===== src/rtl/noc_inject_arbiter_pkg.sv =====
// rtl/noc_inject_arbiter_pkg.sv - shared widths and FSM encoding for the injection arbiter
package noc_inject_arbiter_pkg;

    localparam int NOC_DATA_WIDTH = 32;
    localparam int PKT_COUNT_W    = 16;

    typedef enum logic {
        ST_IDLE   = 1'b0,
        ST_LOCKED = 1'b1
    } arb_state_e;

endpackage


===== src/rtl/noc_rr_pick.sv =====
// rtl/noc_rr_pick.sv - round-robin pick of the first eligible source at or after a pointer
// Ports:
//   i_eligible  per-source eligibility vector
//   i_rr_ptr    index where the search starts
//   o_valid     at least one source is eligible
//   o_index     winning source index (0 when o_valid=0)
module noc_rr_pick
    import noc_inject_arbiter_pkg::*;
#(
    parameter int NUM_REQ = 4,
    parameter int IDX_W   = $clog2(NUM_REQ)
) (
    input  logic [NUM_REQ-1:0] i_eligible,
    input  logic [IDX_W-1:0]   i_rr_ptr,
    output logic               o_valid,
    output logic [IDX_W-1:0]   o_index
);

    // Walk from the farthest offset down to offset 0 so the candidate
    // nearest the pointer is written last and therefore wins.
    always_comb begin
        logic [IDX_W:0]   w_sum;
        logic [IDX_W-1:0] w_cand;
        o_valid = 1'b0;
        o_index = '0;
        w_sum   = '0;
        w_cand  = '0;
        for (int k = NUM_REQ - 1; k >= 0; k--) begin
            w_sum = {1'b0, i_rr_ptr} + (IDX_W + 1)'(k);
            if (w_sum >= (IDX_W + 1)'(NUM_REQ)) begin
                w_sum = w_sum - (IDX_W + 1)'(NUM_REQ);
            end
            w_cand = w_sum[IDX_W-1:0];
            if (i_eligible[w_cand]) begin
                o_valid = 1'b1;
                o_index = w_cand;
            end
        end
    end

endmodule


===== src/rtl/noc_inject_arbiter.sv =====
// rtl/noc_inject_arbiter.sv - packet-atomic round-robin arbiter for a router injection port
// Ports:
//   noc_clk, noc_rst_n               clock, asynchronous active-low reset
//   req_valid/req_ready              per-source flit handshake
//   req_flit                         packed flits, source i at [i*DATA_W +: DATA_W]
//   req_is_header/req_is_tail        per-source packet markers
//   out_valid/out_ready              injection-port handshake
//   out_flit/out_is_header/out_is_tail/out_src  registered output flit and owner
//   pkt_count                        wrapping count of tails sent
//   err_proto                        sticky protocol-error flag
module noc_inject_arbiter
    import noc_inject_arbiter_pkg::*;
#(
    parameter int NUM_REQ = 4,
    parameter int DATA_W  = NOC_DATA_WIDTH
) (
    input  logic                         noc_clk,
    input  logic                         noc_rst_n,
    input  logic [NUM_REQ-1:0]           req_valid,
    output logic [NUM_REQ-1:0]           req_ready,
    input  logic [NUM_REQ*DATA_W-1:0]    req_flit,
    input  logic [NUM_REQ-1:0]           req_is_header,
    input  logic [NUM_REQ-1:0]           req_is_tail,
    output logic                         out_valid,
    output logic                         out_is_header,
    output logic                         out_is_tail,
    output logic [DATA_W-1:0]            out_flit,
    input  logic                         out_ready,
    output logic [$clog2(NUM_REQ)-1:0]   out_src,
    output logic [PKT_COUNT_W-1:0]       pkt_count,
    output logic                         err_proto
);

    localparam int IDX_W = $clog2(NUM_REQ);

    arb_state_e            r_state;
    arb_state_e            w_state_nxt;
    logic [IDX_W-1:0]      r_owner;
    logic [IDX_W-1:0]      w_owner_nxt;
    logic [IDX_W-1:0]      r_rr_ptr;
    logic [IDX_W-1:0]      w_rr_ptr_nxt;

    logic [NUM_REQ-1:0]    w_eligible;
    logic                  w_pick_valid;
    logic [IDX_W-1:0]      w_pick_idx;
    logic                  w_grant_valid;
    logic [IDX_W-1:0]      w_grant_idx;
    logic [IDX_W-1:0]      w_grant_inc;
    logic [DATA_W-1:0]     w_grant_flit;
    logic                  w_out_free;
    logic                  w_accept;
    logic                  w_err_set;

    logic                  r_out_valid;
    logic                  r_out_is_header;
    logic                  r_out_is_tail;
    logic [DATA_W-1:0]     r_out_flit;
    logic [IDX_W-1:0]      r_out_src;
    logic [PKT_COUNT_W-1:0] r_pkt_count;
    logic                  r_err_proto;

    // Only headers can open a packet, so only they compete in IDLE.
    assign w_eligible = req_valid & req_is_header;

    noc_rr_pick #(
        .NUM_REQ (NUM_REQ),
        .IDX_W   (IDX_W)
    ) u_rr_pick (
        .i_eligible (w_eligible),
        .i_rr_ptr   (r_rr_ptr),
        .o_valid    (w_pick_valid),
        .o_index    (w_pick_idx)
    );

    // The output register can take a flit when empty or draining this cycle.
    assign w_out_free = !r_out_valid || out_ready;

    always_comb begin
        w_grant_valid = 1'b0;
        w_grant_idx   = r_owner;
        if (r_state == ST_IDLE) begin
            w_grant_valid = w_pick_valid;
            w_grant_idx   = w_pick_idx;
        end else begin
            w_grant_valid = 1'b1;
        end
    end

    assign w_grant_inc  = (w_grant_idx == IDX_W'(NUM_REQ - 1)) ? '0 : w_grant_idx + IDX_W'(1);
    assign w_grant_flit = req_flit[int'(w_grant_idx) * DATA_W +: DATA_W];
    assign w_accept     = noc_rst_n && w_grant_valid && w_out_free && req_valid[w_grant_idx];

    // Ready is gated by reset so no source sees a handshake while held in reset.
    always_comb begin
        req_ready = '0;
        if (noc_rst_n && w_grant_valid && w_out_free) begin
            req_ready[w_grant_idx] = 1'b1;
        end
    end

    always_comb begin
        w_err_set = 1'b0;
        if (r_state == ST_IDLE) begin
            w_err_set = |(req_valid & ~req_is_header);
        end else begin
            w_err_set = req_valid[r_owner] && req_is_header[r_owner];
        end
    end

    always_ff @(posedge noc_clk or negedge noc_rst_n) begin
        if (!noc_rst_n) begin
            r_state  <= ST_IDLE;
            r_owner  <= '0;
            r_rr_ptr <= '0;
        end else begin
            r_state  <= w_state_nxt;
            r_owner  <= w_owner_nxt;
            r_rr_ptr <= w_rr_ptr_nxt;
        end
    end

    always_comb begin
        w_state_nxt  = r_state;
        w_owner_nxt  = r_owner;
        w_rr_ptr_nxt = r_rr_ptr;
        case (r_state)
            ST_IDLE: begin
                if (w_accept) begin
                    if (req_is_tail[w_grant_idx]) begin
                        // Single-flit packet: never lock, just advance fairness.
                        w_rr_ptr_nxt = w_grant_inc;
                    end else begin
                        w_state_nxt = ST_LOCKED;
                        w_owner_nxt = w_grant_idx;
                    end
                end
            end
            ST_LOCKED: begin
                if (w_accept && req_is_tail[w_grant_idx]) begin
                    w_state_nxt  = ST_IDLE;
                    w_rr_ptr_nxt = w_grant_inc;
                end
            end
            default: begin
                w_state_nxt = ST_IDLE;
            end
        endcase
    end

    always_ff @(posedge noc_clk or negedge noc_rst_n) begin
        if (!noc_rst_n) begin
            r_out_valid     <= 1'b0;
            r_out_is_header <= 1'b0;
            r_out_is_tail   <= 1'b0;
            r_out_flit      <= '0;
            r_out_src       <= '0;
            r_pkt_count     <= '0;
            r_err_proto     <= 1'b0;
        end else begin
            if (w_accept) begin
                r_out_valid     <= 1'b1;
                r_out_is_header <= req_is_header[w_grant_idx];
                r_out_is_tail   <= req_is_tail[w_grant_idx];
                r_out_flit      <= w_grant_flit;
                r_out_src       <= w_grant_idx;
            end else if (out_ready) begin
                r_out_valid <= 1'b0;
            end
            if (r_out_valid && out_ready && r_out_is_tail) begin
                r_pkt_count <= r_pkt_count + PKT_COUNT_W'(1);
            end
            if (w_err_set) begin
                r_err_proto <= 1'b1;
            end
        end
    end

    assign out_valid     = r_out_valid;
    assign out_is_header = r_out_is_header;
    assign out_is_tail   = r_out_is_tail;
    assign out_flit      = r_out_flit;
    assign out_src       = r_out_src;
    assign pkt_count     = r_pkt_count;
    assign err_proto     = r_err_proto;

endmodule


===== config.mk =====
export PLATFORM = sky130hd
export DESIGN_NAME = noc_inject_arbiter
export DESIGN_NICKNAME = d
export VERILOG_FILES = /design/src/rtl/noc_inject_arbiter_pkg.sv /design/src/rtl/noc_rr_pick.sv /design/src/rtl/noc_inject_arbiter.sv
export SDC_FILE = /design/constraint.sdc
export NUM_CORES = 1
export LEC_CHECK = 0
export BUFFER_PORTS_ARGS = -buffer_cell sky130_fd_sc_hd__buf_2
export CORE_ASPECT_RATIO = 1.75
export CORE_MARGIN = 2
export CORE_UTILIZATION = 49
export DETAILED_ROUTE_END_ITERATION = 10
export PLACE_DENSITY = 0.86
export SLEW_MARGIN = 20
export SYNTH_ARGS = -nofsm -noshare
export SYNTH_HDL_FRONTEND = slang
export SYNTH_SLANG_ARGS = --single-unit

===== constraint.sdc =====
create_clock -name noc_clk -period 8.3 [get_ports noc_clk]
set_input_delay 1.66 -clock noc_clk [delete_from_list [all_inputs] [get_ports noc_clk]]
set_output_delay 1.66 -clock noc_clk [all_outputs]
set_load 0.01 [all_outputs]

==> results_dict.tcl <==
set metrics [dict create \
    ant_nets 0 \
    start_util 0.507 \
    synth_cell_type_count 37 \
    ir_worst_vdd_mv 0.206 \
    yosys_warnings 0 \
    slew_viol_final 0 \
    antenna-diode-count 0 \
    rows 41 \
    synth_area_sq_mm 0.00369 \
    wl_mm 10.1 \
    leakagePower_uw 0.00275 \
    rr_startpoint "r_state" \
    syn_area_per_cell_sq_um 9.57 \
    layout_common_cells "buf_2, dfrtp_1, nand2_1" \
    gp_congestion 0.959 \
    clk_pin_slew_ps 40 \
    synth_nets 534 \
    yosys.area.top_type "dfrtp_1" \
    end_kind "primary output" \
    core_area_sq_mm 0.00728 \
    die_x_um 69.6 \
    drive_above_1_share 0.448 \
    fin_tns_setup_ps 0 \
    fp.dieH_um 119 \
    finish.utilization 0.699 \
    synth_seq_area_share 0.400 \
    synth_cells 386 \
    slew_headroom 0.514 \
    slowest_delay_ps 580 \
    cts-root-buf "clkbuf_16" \
    power.total_uw 1780 \
    postCtsSetupRepairBufs 0 \
    placed_area_sq_mm 0.00477 \
    r2r_cells 9 \
    status "finished, final reports clean" \
    powerDensity_mw_per_mm2 350 \
    period_minus_slack_ps 5200 \
    ios 201 \
    critPathKind "input pin to primary output" \
    fin_nets 729 \
    worstSetupStartpointType "input pin" \
    nFillCells 576 \
    antenna_found_initial 0 \
    grt_use_total 0.248 \
    drt_iter0_drc 117 \
    whs_endpoint "err_proto" \
    final_cell_area_sq_mm 0.00509 \
    drv_cap 0 \
    synth_ff_type "dfrtp_1" \
    wire_per_inst_um 15.1 \
    grt_pass1_vias 3640 \
    path_max_fanout 10 \
    synth_area_leaders "dfrtp_1, mux2_2, mux2i_1" \
    portBuffers 200 \
    worstHoldStart "err_proto" \
    hold_depth 1 \
    rsz0062_at_grt "no" \
    cts_tree "built" \
    cp.required_ps 6640 \
    grt_pass1_wl_mm 16.6 \
    final_common_cell "buf_2" \
    crit_chain "buf_2 > and2_1 > a31o_1 > o32ai_4 > inv_1 > ha_1 > and2_1 > buf_2" \
    dr.pass1.iters 4 \
    synth_edf_count 0 \
    area_growth_pct 37.9 \
    dr_total_vias 3598 \
    htreeDepth 3 \
    die-area_sq_mm 0.00828 \
    async_flop_share 1.00 \
    cts_max_path_buffers 2 \
    finalCritPeriodShare 0.626 \
    fmax_mhz 192 \
    clk_latency_ps 320 \
    via_per_inst 5.36 \
    grt_start_max_net_pins 74 \
    timing.rr.end "r_rr_ptr[0]" \
    cts.hold.buffers_added 0 \
    finalHoldViolCount 0 \
    yosys.area.top_type_share 0.400 \
    clkSinkCount 59 \
    cpMaxStageDelayCell "o32ai_4" \
    cts_resized 0 \
    min_path_type "register to register" \
    worstMarginPinSlew_ps 730 \
    cts-buffers-inserted 9 \
    cp.arrival_ps 3540 \
    setup_viol 0 \
    regToRegSetupSlack_ps 4310 \
    clock_skew_ps 5.23 \
    drc 0 \
    overflow 0 \
    dp_hpwl_mm 7.90 \
    ys_seq_elements 59 \
]
[final cells by class]
type	count	area, sq um	share of cell area
Inverter	42	158	0.0309
Timing Repair Buffer	206	1050	0.207
Tap cell	86	108	0.0211
Clock inverter	1	30.0	0.00589
Clock buffer	14	284	0.0557
Sequential cell	59	1480	0.290
Multi-Input combinational cell	263	1990	0.390
[through the flow]
stage / cells / setup slack [ps] / hold slack (ps)
after floorplan: 386 / 3180 / 493
after global placement: 654 / 2610 / 449
after detailed placement: 655 / 2720 / 454
after CTS: 670 / 2690 / 465
after global routing: 671 / 3020 / 482
final: 671 / 3100 / 457
[report_power, final]
group / leakage, uW / internal, uW / switching (uW)
Clock: 0.000155 / 263 / 116
Combinational: 0.00185 / 423 / 501
Sequential: 0.000741 / 402 / 79.4
Total: 0.00275 / 1090 / 696
[routing by layer]
metal	track usage	wire (um)	vias to the layer above
met5	0	0	-
met3	0.0491	519	25
met2	0.447	5510	137
met4	0.105	276	0
li1	-	-	1740
met1	0.282	3830	1696
[state kept, by name (all words and copies together) (netlist names)]
register and flops:
err_proto 1, out_flit 32, out_is_header 1, out_is_tail 1, out_src 2, out_valid 1
pkt_count 16, r_owner 2, r_rr_ptr 2, r_state 1
[cell families after synthesis]
group | synth area share
buf+inv | 0.0664
compound gates | 0.150
flops | 0.400
mux | 0.226
simple gates | 0.105
xor+xnor | 0.0356
fa+ha+maj | 0.0169
[how the worst max path moves through the flow]
stage,cells past startpoint,slack [ps],from,to
after floorplan,8,3180,req_is_header[1],req_ready[3]
after global placement,8,2610,req_is_header[1],req_ready[3]
after detailed placement,8,2720,req_is_header[1],req_ready[3]
after CTS,8,2690,req_is_header[1],req_ready[3]
after global routing,8,3020,req_is_header[1],req_ready[3]
final,8,3100,req_is_header[1],req_ready[3]
[worst max-delay path: cells and delay by family]
family,cells,cell delay (ps)
fa+ha+maj,1,240
buf+inv,3,470
simple gates,2,330
compound gates,2,840
[synth_stat cells, types with 2 or more instances]
master    count
nand3_1       8
ha_1          5
o21ai_1       3
o21ai_0      31
xnor2_1      10
xor2_1        5
and2_1        7
nand2_1      46
nand3b_1      2
inv_1        42
clkbuf_1     18
dfrtp_1      59
mux2_1        4
nand4_1       3
nand2b_1      3
o211ai_1     34
and3_1        2
nor2_1        8
or2_2         2
mux2_2       35
mux4_2        2
nor3_1        2
a211oi_1      2
mux2i_1      35
o22ai_1       3
buf_2         4
Note: power is estimated with default switching activity, not from simulation.
